File: config.mk
export PLATFORM = sky130hd
export DESIGN_NAME = fwd_window_gen
export DESIGN_NICKNAME = d
export VERILOG_FILES = /design/src/rtl/fwd_window_gen.sv
export SDC_FILE = /design/constraint.sdc
export NUM_CORES = 1
export LEC_CHECK = 0
export BUFFER_PORTS_ARGS = -buffer_cell sky130_fd_sc_hd__buf_2
export CORE_MARGIN = 2
export CORE_UTILIZATION = 35
export DETAILED_ROUTE_END_ITERATION = 16
export PLACE_DENSITY = 0.56
export SETUP_SLACK_MARGIN = 0.2
export SYNTH_ARGS = -nofsm -noshare
export SYNTH_HDL_FRONTEND = slang
export SYNTH_SLANG_ARGS = --single-unit
File: constraint.sdc
create_clock -name clk -period 19.1 [get_ports clk]
set_input_delay 4.775 -clock clk [delete_from_list [all_inputs] [get_ports clk]]
set_output_delay 4.775 -clock clk [all_outputs]
set_load 0.03 [all_outputs]
File: src/rtl/fwd_window_gen.sv
// Forward-pass distance window generator.
// Accepts a raster-order binary image, presents the four causal neighbours
// (NW, N, NE, W) of the current pixel to an external min sorter, and emits
// the forward-pass distance of each pixel with one cycle of latency.
module fwd_window_gen #(
  parameter int DATA_WIDTH = 8,
  parameter int IMG_W      = 128,
  parameter int IMG_H      = 128
) (
  input  logic                  clk,
  input  logic                  reset,
  input  logic                  start,
  input  logic                  in_valid,
  output logic                  in_ready,
  input  logic                  in_pix,
  output logic [DATA_WIDTH-1:0] nb_a,
  output logic [DATA_WIDTH-1:0] nb_b,
  output logic [DATA_WIDTH-1:0] nb_c,
  output logic [DATA_WIDTH-1:0] nb_d,
  input  logic [DATA_WIDTH-1:0] min_in,
  output logic                  out_valid,
  input  logic                  out_ready,
  output logic [DATA_WIDTH-1:0] out_data,
  output logic                  done
);

  localparam int CW = $clog2(IMG_W);
  localparam int RW = $clog2(IMG_H);
  localparam logic [CW-1:0] COL_LAST = CW'(IMG_W - 1);
  localparam logic [RW-1:0] ROW_LAST = RW'(IMG_H - 1);

  localparam logic [1:0] S_IDLE  = 2'd0;
  localparam logic [1:0] S_RUN   = 2'd1;
  localparam logic [1:0] S_FLUSH = 2'd2;

  logic [1:0]            state;
  logic [CW-1:0]         col;
  logic [RW-1:0]         row;
  logic [DATA_WIDTH-1:0] hist [IMG_W+1];
  logic                  xfer;
  logic                  accept;
  logic                  last_pix;
  logic [DATA_WIDTH-1:0] result;

  assign in_ready = (state == S_RUN) && (!out_valid || out_ready);
  assign xfer     = in_valid && in_ready;
  assign accept   = out_valid && out_ready;
  assign last_pix = (row == ROW_LAST) && (col == COL_LAST);

  // Neighbour taps with image-border masking; everything reads 0 outside RUN.
  always_comb begin
    logic run, top, left, right;
    run   = (state == S_RUN);
    top   = (row == '0);
    left  = (col == '0);
    right = (col == COL_LAST);
    nb_a  = (run && !top && !left)  ? hist[IMG_W]     : '0;
    nb_b  = (run && !top)           ? hist[IMG_W - 1] : '0;
    nb_c  = (run && !top && !right) ? hist[IMG_W - 2] : '0;
    nb_d  = (run && !left)          ? hist[0]         : '0;
  end

  // Distance of the current pixel: background is 0, object is min+1 saturating.
  always_comb begin
    result = '0;
    if (in_pix) begin
      result = (min_in == '1) ? '1 : min_in + DATA_WIDTH'(1);
    end
  end

  // Control FSM, raster counters and the registered output stage.
  always_ff @(posedge clk or negedge reset) begin
    if (!reset) begin
      state     <= S_IDLE;
      col       <= '0;
      row       <= '0;
      out_valid <= 1'b0;
      out_data  <= '0;
      done      <= 1'b0;
    end else begin
      done <= 1'b0;
      case (state)
        S_IDLE: begin
          col <= '0;
          row <= '0;
          if (start) state <= S_RUN;
        end
        S_RUN: begin
          if (xfer && last_pix) state <= S_FLUSH;
        end
        S_FLUSH: begin
          if (accept) begin
            state <= S_IDLE;
            done  <= 1'b1;
            col   <= '0;
            row   <= '0;
          end
        end
        default: state <= S_IDLE;
      endcase

      if (xfer) begin
        if (col == COL_LAST) begin
          col <= '0;
          row <= (row == ROW_LAST) ? '0 : row + 1'b1;
        end else begin
          col <= col + 1'b1;
        end
      end

      // A new transfer overrides the accept, so out_valid stays high on overlap.
      if (xfer) begin
        out_valid <= 1'b1;
        out_data  <= result;
      end else if (accept) begin
        out_valid <= 1'b0;
      end
    end
  end

  // Result history; intentionally not reset, row-0 masking hides stale data.
  always_ff @(posedge clk) begin
    if (xfer) begin
      hist[0] <= result;
      for (int unsigned i = 1; i < IMG_W + 1; i++) begin
        hist[i] <= hist[i-1];
      end
    end
  end

endmodule

==> metrics, run 1 <==
vias 11.47k; overall global routing resource usage 0.07857; worst relative slew slack 0.2239; Worst path max stage delay 170 ps; result of the run completed; total wire length 38000 um; post-detail-place hpwl 16070 um; number of synthesized flops with an enable pin 1032; Worst Max-Slew Pin Slew 1164 ps; TritonCTS clock tree yes; Synth Net Count 1250; number of antenna violations at the first check in global routing 1; number of rows in the core area 112; Distinct cells, synth 46; kind of critical path in -> out; core occupancy in the finished layout 0.4060; FFs w/ async S/R, synth 0.02457; IR Drop Worst-Case VDD 0.09262 mV; overflow left after global routing 0; master of the slowest instance on the critical path sky130_fd_sc_hd__and2_1; unrepaired setup endpoints after global routing no; dominant cell type by count on the critical path sky130_fd_sc_hd__buf_2; Hold Slack 402.6 ps; area growth from synthesis to layout 15.33%; buffer and inverter count on the worst path 2; antenna violation net count after detailed routing 0; setup TNS after final layout 0 ps; filler instances 8063; Die Span X 309.9 um; synthesized netlist cell count 1231; number of violations of the max-capacitance limit 0; maximum operating frequency 0.09846 GHz; area of the mapped netlist 32760 um^2; dominant synthesized flop cell sky130_fd_sc_hd__edfxtp_1; total of endpoints with negative setup slack in the final report 0; Leakage Power 10.10 nW; Clock Latency Late Sink 650 ps; Layout Nets 1409; number of pins exceeding their max-slew limit in the final report 0; pwr/cell area 137.3 nW/um^2; quantity of hold-fixing buffers added after cts 0; fraction of layout cells with a size suffix above 1 0.1491; flip-flop and latch count after synthesis 1058; Final Hold Viols 0; multi-input logic area 1037 um^2; Req. time, crit path 14320 ps; port bufs 56; number of global-route vias before repair 11.26k; maximum level of the CTS H-tree 3; average cell area after synthesis 26.61 um^2; number of inserted diodes 0; clock sink count 1058; pin count of the biggest net entering global routing 195; part of the Yosys area used for sequential elements 0.9659; most common library cell in the layout ignoring fill and taps sky130_fd_sc_hd__edfxtp_1; overall die height 309.9 um; maximum count of clock buffers along a single path 3; Inserted Clock Buffers 100; final cycle utilization of the critical path 0.5317; clock-pin slew on the worst setup and hold paths 60 ps; top cell family by delay on the critical path simple AND/OR/NAND/NOR gates; number of remaining DRC errors 0; clock tree root driver cell sky130_fd_sc_hd__clkbuf_16; area inside the core boundary 93050 um^2; endpoint kind of the worst setup timing path output pin; path class of the lowest-slack min-delay path reg -> reg; placed instance area 34670 um^2; CP max FO 3; leading cell types in the layout, fill and taps excluded sky130_fd_sc_hd__edfxtp_1, sky130_fd_sc_hd__clkbuf_16, sky130_fd_sc_hd__buf_2, sky130_fd_sc_hd__clkinv_1, sky130_fd_sc_hd__dfrtp_1; area taken by flip-flops and latches 31640 um^2; gp weighted congestion 0.7179; Crit path arrival time 5380 ps; Period minus WS final 10160 ps; crit-path cells buf_2 -> nand2b_1 -> and2_1 -> buf_2; sort of element at the start of the critical path input port; count of buffers added by post-CTS timing repair for setup 0; Yosys warnings 0; number of DRC markers in iteration 0 1007; ratio of routed vias to standard cells 4.213; area of the die 96060 um^2; initial core utilization 0.3521; routed length per placed instance 13.95 um; post-cts repair resize count 0; number of top-level pins 57; area of all placed cells without fillers 37780 um^2; final clock skew 23.17 ps; wire length of the first global-routing pass 60950 um; number of iterations in the first detailed-routing pass 4
where the power goes:
part	switching, mW	total (mW)	internal (mW)
Clock	0.811	1.86	1.05
Combinational	0.311	0.355	0.0442
Sequential	0.0548	2.98	2.92
metrics by stage:
| step | std cells | setup slack (ps) | total power [mW] |
|---|---|---|---|
| floorplan | 1231 | 781.1 | 3.561 |
| global placement | 2542 | 8934 | 3.368 |
| detailed placement | 2542 | 8947 | 3.388 |
| CTS | 2723 | 8943 | 5.284 |
| global route | 2723 | 8915 | 5.417 |
| finish | 2723 | 8944 | 5.189 |
synth_stat cells (3+ instances only):
cell	number	share of area
sky130_fd_sc_hd__a21oi_1	5	0.00076
sky130_fd_sc_hd__and2_1	23	0.0044
sky130_fd_sc_hd__nand3_1	11	0.0017
sky130_fd_sc_hd__nor4_1	3	0.00057
sky130_fd_sc_hd__nand2_1	12	0.0014
sky130_fd_sc_hd__dfrtp_1	26	0.020
sky130_fd_sc_hd__ha_1	5	0.0019
sky130_fd_sc_hd__o211ai_1	4	0.00092
sky130_fd_sc_hd__nor3_1	5	0.00076
sky130_fd_sc_hd__and3_1	11	0.0021
sky130_fd_sc_hd__inv_1	11	0.0013
sky130_fd_sc_hd__a21boi_0	3	0.00069
sky130_fd_sc_hd__a22o_1	4	0.0011
sky130_fd_sc_hd__mux2_2	4	0.0014
sky130_fd_sc_hd__nor2_1	5	0.00057
sky130_fd_sc_hd__edfxtp_1	1032	0.95
sky130_fd_sc_hd__mux2i_1	3	0.00092
sky130_fd_sc_hd__or3_1	3	0.00057
sky130_fd_sc_hd__buf_2	4	0.00061
sky130_fd_sc_hd__a31oi_1	8	0.0015
sky130_fd_sc_hd__o21ai_0	9	0.0014
sky130_fd_sc_hd__and2_2	7	0.0016
sky130_fd_sc_hd__nand4_1	3	0.00057
final timing paths:
| kind | from | endpoint | slack, ps | cells after the start |
|---|---|---|---|---|
| worst max-delay path | out_ready | in_ready | 8940 | 4 |
| worst min-delay path | hist[35][3] | hist[36][3] | 400 | 0 |
| worst max register to register | state[0] | hist[119][6] | 13300 | 6 |
| worst min register to register | hist[35][3] | hist[36][3] | 400 | 0 |
| max in group asynchronous | reset | row[6] | 14550 | 1 |
| min in group asynchronous | reset | out_data[4] | 4150 | 1 |
cell type report:
| cell class | instances | share of cell area |
|---|---|---|
| clock inverter | 63 | 0.01437 |
| multi-input combinational | 154 | 0.02745 |
| clock buffer | 118 | 0.06802 |
| sequential | 1058 | 0.8375 |
| timing repair buffer | 65 | 0.009869 |
| tap | 1254 | 0.04153 |
| inverter | 11 | 0.001292 |
registers in the layout (all words and copies together) (netlist names):
name,count
hist,1032
row,7
out_data,8
out_valid,1
done,1
col,7
state,2
per-layer routing:
metal	wire, um	track usage	up-vias
li1	-	-	5278
met1	19020	0.1208	5879
met2	15270	0.1007	227
met3	2577	0.02323	87
met4	1134	0.03764	0
met5	0	0	-
logic make-up (layout without fill, tap and decap cells):
group                      count (synthesis)  count (layout)  synth area share
and+or+nand+nor                           99              99           0.01837
DFF                                     1058            1058            0.9659
muxes                                      7               7          0.002292
adders and majority gates                  5               5          0.001910
xor gates and xnor gates                   2               2         0.0005348
AOI/OAI and AO/OA                         41              41          0.008364
buffers and inverters                     19             257          0.002674
(Power assumes the default switching activity.)
==> run 2: changes to the inputs <==
Clock period 19.1 ns to 10.1 ns, I/O delays scaled along.
==> run 2 against run 1 <==
Largest cell class unchanged. Power up 88%. Cell area about the same. Critical path type unchanged. Worst setup slack got worse by 4500 ps. Utilization about the same. Clock-buffer cell count is 3 higher. Global-route usage fell by 0.11 points. Die area did not move. Cell count hardly changed. Sequential power grew 89%. Non-clock buffer count did not move.
==> metrics, run 2 (synthesized netlist as in run 1, its figures left out) <==
number of global-route vias before repair 11.13k; count of buffers added by post-CTS timing repair for setup 0; wire length of the first global-routing pass 60150 um; Worst Max-Slew Pin Slew 1141 ps; number of remaining DRC errors 0; setup TNS after final layout 0 ps; most common library cell in the layout ignoring fill and taps sky130_fd_sc_hd__edfxtp_1; maximum level of the CTS H-tree 3; Post-Place Setup Slack 3910 ps; initial core utilization 0.3521; total wire length 37790 um; maximum count of clock buffers along a single path 3; pwr/cell area 258.3 nW/um^2; biggest registers after layout hist (1032), out_data (8); overflow left after global routing 0; Final Hold Viols 0; total of endpoints with negative setup slack in the final report 0; Leakage Power 10.09 nW; number of iterations in the first detailed-routing pass 5; path class of the lowest-slack min-delay path reg -> reg; number of pins exceeding their max-slew limit in the final report 0; global-route track usage on met2 0.09847; Die Span X 309.9 um; maximum operating frequency 0.1769 GHz; register share of total power 0.577; area inside the core boundary 93050 um^2; clock tree root driver cell sky130_fd_sc_hd__clkbuf_16; met3 usage in global routing 0.02295; sort of element at the start of the critical path input port; Layout Nets 1407; result of the run completed; global-route layer with the greatest usage met1; number of antenna violations at the first check in global routing 0; Crit path arrival time 3130 ps; overall die height 309.9 um; area growth from synthesis to layout 15.23%; Req. time, crit path 7580 ps; cell-internal power 7.569 mW; global routing met1 resource utilization 0.1211; number of flip-flops in the largest register 1032; port bufs 56; overall global routing resource usage 0.07743; final cycle utilization of the critical path 0.5596; number of DRC markers in iteration 0 1016; ratio of routed vias to standard cells 4.234; Period minus WS final 5652 ps; vias 11.52k; quantity of hold-fixing buffers added after cts 0; antenna violation net count after detailed routing 0; relative contribution of combinational cells to total power 0.070; final clock skew 12.21 ps; worst relative slew slack 0.2368; Switching Fraction 0.2237; register with the highest flop count hist; IR Drop Worst-Case VDD 0.1563 mV; pin count of the biggest net entering global routing 204; CP max FO 3; Clock Latency Late Sink 630 ps; Inserted Clock Buffers 98; kind of critical path in -> out; number of rows in the core area 112; clock sink count 1058; unrepaired setup endpoints after global routing no; power dissipated by switching net loads 2.181 mW; number of violations of the max-capacitance limit 0; leading cell types in the layout, fill and taps excluded sky130_fd_sc_hd__edfxtp_1, sky130_fd_sc_hd__clkbuf_16, sky130_fd_sc_hd__buf_2, sky130_fd_sc_hd__dfrtp_1, sky130_fd_sc_hd__clkinv_1; number of top-level pins 57; worst-case setup margin in the final layout 4448 ps; fraction of layout cells with a size suffix above 1 0.1502; routed length per placed instance 13.89 um; post-cts repair resize count 0; gp weighted congestion 0.7159; TritonCTS clock tree yes; post-detail-place hpwl 16360 um; fraction of power consumed by the clock network 0.353; area of the die 96060 um^2; clock-pin slew on the worst setup and hold paths 60 ps; endpoint kind of the worst setup timing path output pin
-- run 2: cell types whose count changed in the layout (fill, tap and decap cells not counted), moves of 2 or more --
| cell | change |
|---|---|
| sky130_fd_sc_hd__buf_12 | +3 |
| sky130_fd_sc_hd__buf_4 | -3 |
| sky130_fd_sc_hd__clkbuf_1 | +2 |
| sky130_fd_sc_hd__clkinv_1 | -7 |
| sky130_fd_sc_hd__clkinv_16 | -2 |
| sky130_fd_sc_hd__clkinv_2 | +6 |
| sky130_fd_sc_hd__clkinvlp_4 | -2 |
| sky130_fd_sc_hd__diode_2 | +2 |
| sky130_fd_sc_hd__inv_6 | -2 |
-- run 2: power groups by stage --
| stage | Clock [mW] | Sequential, mW | Combinational, mW |
|---|---|---|---|
| 3_5_place_dp | 0 | 5.71 | 0.705 |
| 2_1_floorplan | 0 | 5.90 | 0.446 |
| 6_report | 3.44 | 5.62 | 0.682 |
| 5_1_grt | 3.75 | 5.66 | 0.759 |
| 4_1_cts | 3.59 | 5.63 | 0.699 |
| 3_3_place_gp | 0 | 5.70 | 0.671 |
-- run 2: worst paths after layout --
| kind | start | slack [ps] | endpoint | cells after the start |
|---|---|---|---|---|
| max | out_ready | 4450 | in_ready | 4 |
| max reg2reg | state[0] | 5960 | hist[71][7] | 5 |
| max in group asynchronous | reset | 7780 | row[0] | 1 |
| min in group asynchronous | reset | 1900 | out_data[4] | 1 |
| min reg2reg | hist[88][5] | 410 | hist[89][5] | 0 |
| min | hist[88][5] | 410 | hist[89][5] | 0 |
-- run 2: through the flow --
step                utilization  cell area [um^2]  total power, mW  hold slack (ps)  std cells
floorplan                     -             32770            6.350            400.3       1231
global placement         0.3730             34710            6.372            400.4       2542
detailed placement       0.3730             34710            6.411            404.5       2542
CTS                      0.4056             37740            9.915            403.1       2719
global route             0.4056             37740            10.17            412.4       2719
finish                   0.4057             37750            9.750            408.8       2721
-- run 2: area by class of cell --
cell class                 instances  area, um^2
fill                            8096       55300
sequential                      1058       31640
clock buffer                     121        2603
tap                             1254        1569
multi-input combinational        154        1037
clock inverter                    56       435.4
timing repair buffer              65       410.4
inverter                          11       48.80
antenna                            2       5.005
-- run 2: layer usage --
| metal | part of all wire | up-vias |
|---|---|---|
| met1 | 0.52 | 5920 |
| met2 | 0.41 | 238 |
| met5 | 0 | - |
| met4 | 0.025 | 0 |
| met3 | 0.048 | 83 |
| li1 | - | 5280 |
-- run 2: worst max-delay path: stages --
cell and delay, ps:
sky130_fd_sc_hd__buf_2 100, sky130_fd_sc_hd__nand2b_1 160, sky130_fd_sc_hd__and2_1 160, sky130_fd_sc_hd__buf_2 170
==> run 3: changes to the inputs <==
Settings changed: ABC_AREA from default to 1, PLACE_DENSITY 0.56 to 0.58.
Clock period 10.1 ns to 5.1 ns, I/O delays scaled along.
==> run 3 against run 2 <==
Sequential cell count unchanged. Clock skew up 8.6 ps. Combinational power is 8.5% lower. Global-route usage increased by 0.24 points. Critical path depth rose by 3. Register-to-register slack got worse by 3500 ps. Cell count is 3.5% higher. Area after synthesis is 0.26% higher. Largest power group unchanged.
==> metrics, run 3 <==
result of the run completed; dominant combinational cell family by area after synthesis simple AND/OR/NAND/NOR gates; pwr/cell area 466.6 nW/um^2; gp weighted congestion 0.7462; Synth Area in Compound Gates 0.003124; count of buffers added by post-CTS timing repair for setup 0; Total Power Consumption 17.77 mW; number of top-level pins 57; number of antenna violations at the first check in global routing 0; maximum level of the CTS H-tree 3; area of the die 96310 um^2; setup TNS after final layout 0 ps; most common library cell in the layout ignoring fill and taps sky130_fd_sc_hd__edfxtp_1; Leakage Power 11.02 nW; number of global-route vias before repair 11.38k; Routed met2 length 15410 um; average cell area after synthesis 25.07 um^2; port bufs 56; maximum operating frequency 0.2547 GHz; quantity of hold-fixing buffers added after cts 0; total wire length 38020 um; worst relative slew slack 0.5133; maximum count of clock buffers along a single path 3; overall die height 310.3 um; clock-pin slew on the worst setup and hold paths 60 ps; total of endpoints with negative setup slack in the final report 0; endpoint kind of the worst setup timing path output pin; post-detail-place hpwl 17520 um; top post-synthesis cells by count sky130_fd_sc_hd__edfxtp_1, sky130_fd_sc_hd__nand2_1, sky130_fd_sc_hd__inv_1; IR Drop Worst-Case VDD 0.2689 mV; register with the highest flop count hist; biggest registers after layout hist (1032), out_data (8); Worst Max-Slew Pin Slew 728.0 ps; final clock skew 20.85 ps; adder-cell share of the synthesized area 0.001905; number of remaining DRC errors 0; Synth Net Count 1329; leading cell types in the layout, fill and taps excluded sky130_fd_sc_hd__edfxtp_1, sky130_fd_sc_hd__clkbuf_16, sky130_fd_sc_hd__nand2_1, sky130_fd_sc_hd__inv_1, sky130_fd_sc_hd__buf_2; flip-flop and latch count after synthesis 1058; multi-input logic area 953.4 um^2; Period minus WS final 3926 ps; most numerous cell in the Yosys netlist sky130_fd_sc_hd__edfxtp_1; wire length of the first global-routing pass 61740 um; number of DRC markers in iteration 0 1171; antenna violation net count after detailed routing 0; number of pins exceeding their max-slew limit in the final report 0; fraction of layout cells with a size suffix above 1 0.1558; Crit path arrival time 2650 ps; final cycle utilization of the critical path 0.7699; initial core utilization 0.3524; cell type contributing the most total cell area after synthesis sky130_fd_sc_hd__edfxtp_1; Hold Slack 407.1 ps; kind of critical path reg -> out; top routing layer used met4; number of synthesized flops with an enable pin 1032; number of violations of the max-capacitance limit 0; overflow left after global routing 0; path class of the lowest-slack min-delay path reg -> reg; Layout Nets 1499; area inside the core boundary 93190 um^2; TritonCTS clock tree yes; dominant synthesized flop cell sky130_fd_sc_hd__edfxtp_1; met3 wirelength from detailed routing 1668 um; Inserted Clock Buffers 96; WL met1 19740 um; Final Hold Viols 0; clock sink count 1058; ratio of routed vias to standard cells 4.140; Yosys warnings 0; vias 11.65k; number of rows in the core area 112; Die Span X 310.3 um; Distinct cells, synth 31; number of iterations in the first detailed-routing pass 5; area of the mapped netlist 32840 um^2; pin count of the biggest net entering global routing 136; area taken by flip-flops and latches 31640 um^2; FFs w/ async S/R, synth 0.02457; biggest area contributors in the synthesized netlist sky130_fd_sc_hd__edfxtp_1, sky130_fd_sc_hd__dfrtp_1, sky130_fd_sc_hd__nand2_1; post-cts repair resize count 0; xor/xnor cell area share of the yosys netlist 0.001600; filler instances 7991; Req. time, crit path 3830 ps; Clock Latency Late Sink 640 ps; part of the Yosys area used for sequential elements 0.9634; area growth from synthesis to layout 15.96%; top cell type's share of synthesized area 0.9435; unrepaired setup endpoints after global routing no; routed length per placed instance 13.50 um; number of flip-flops in the largest register 1032; area share of and/or/nand/nor cells after synthesis 0.02240; sort of element at the start of the critical path flip-flop; clock tree root driver cell sky130_fd_sc_hd__clkbuf_16; synthesized netlist cell count 1310; overall global routing resource usage 0.07978; multiplexer area fraction after synthesis 0; CP max FO 8
## run 3: worst paths after layout
check / from / slack (ps) / end / cells past startpoint
setup reg to reg: state[1] / 2460 / hist[124][2] / 6
hold / removal: hist[64][4] / 410 / hist[65][4] / 0
setup / recovery: col[0] / 1170 / nb_c[0] / 7
hold reg to reg: hist[64][4] / 410 / hist[65][4] / 0
min in group asynchronous: reset / 650 / out_data[2] / 1
max in group asynchronous: reset / 4050 / row[3] / 1
## run 3: critical path: stages, from the launching register on
cell and delay, ps:
sky130_fd_sc_hd__dfrtp_1 400, sky130_fd_sc_hd__ha_1 240, sky130_fd_sc_hd__nand2_2 130, sky130_fd_sc_hd__nor2_4 50
sky130_fd_sc_hd__nand3_2 110, sky130_fd_sc_hd__nand3_1 540, sky130_fd_sc_hd__nor2_1 290, sky130_fd_sc_hd__buf_2 240
## run 3: routing by layer
layer  vias to the layer above  GRT usage
met5                         -          0
met4                         0    0.03292
li1                       5434          -
met2                       221     0.1034
met1                      5902     0.1237
met3                        97    0.02363
## run 3: layout make-up
type | count | area share
sequential | 1058 | 0.8307
tap | 1254 | 0.04120
antenna | 1 | 0.00006570
timing repair buffer | 76 | 0.01426
clock inverter | 59 | 0.01590
inverter | 60 | 0.006110
clock buffer | 119 | 0.06669
multi-input combinational | 188 | 0.02503
## run 3: logic make-up (layout without fill, tap and decap cells)
kind of cell / Yosys count / after routing
AO/OA/AOI/OAI: 17 / 17
XOR/XNOR: 6 / 6
adder cells (fa/ha/maj): 5 / 5
buffers and inverters: 64 / 314
flip-flops: 1058 / 1058
other: 0 / 1
AND/OR/NAND/NOR: 160 / 160
## run 3: power breakdown
part | internal, mW | leakage, nW | switching [mW]
Sequential | 10.0 | 8.16 | 0.0981
Combinational | 0.111 | 1.32 | 0.513
Clock | 4.07 | 1.54 | 2.98
Total | 14.2 | 11.0 | 3.59
## run 3: per-stage QoR
step	instance area [um^2]	cells	utilization	setup WS, ps
after global routing	38080	2814	0.4087	1021
after CTS	38080	2814	0.4087	1105
after global placement	34940	2636	0.3749	1712
after detailed placement	34940	2636	0.3749	1656
after floorplan	32870	1310	-	392.6
final	38090	2815	0.4087	1174
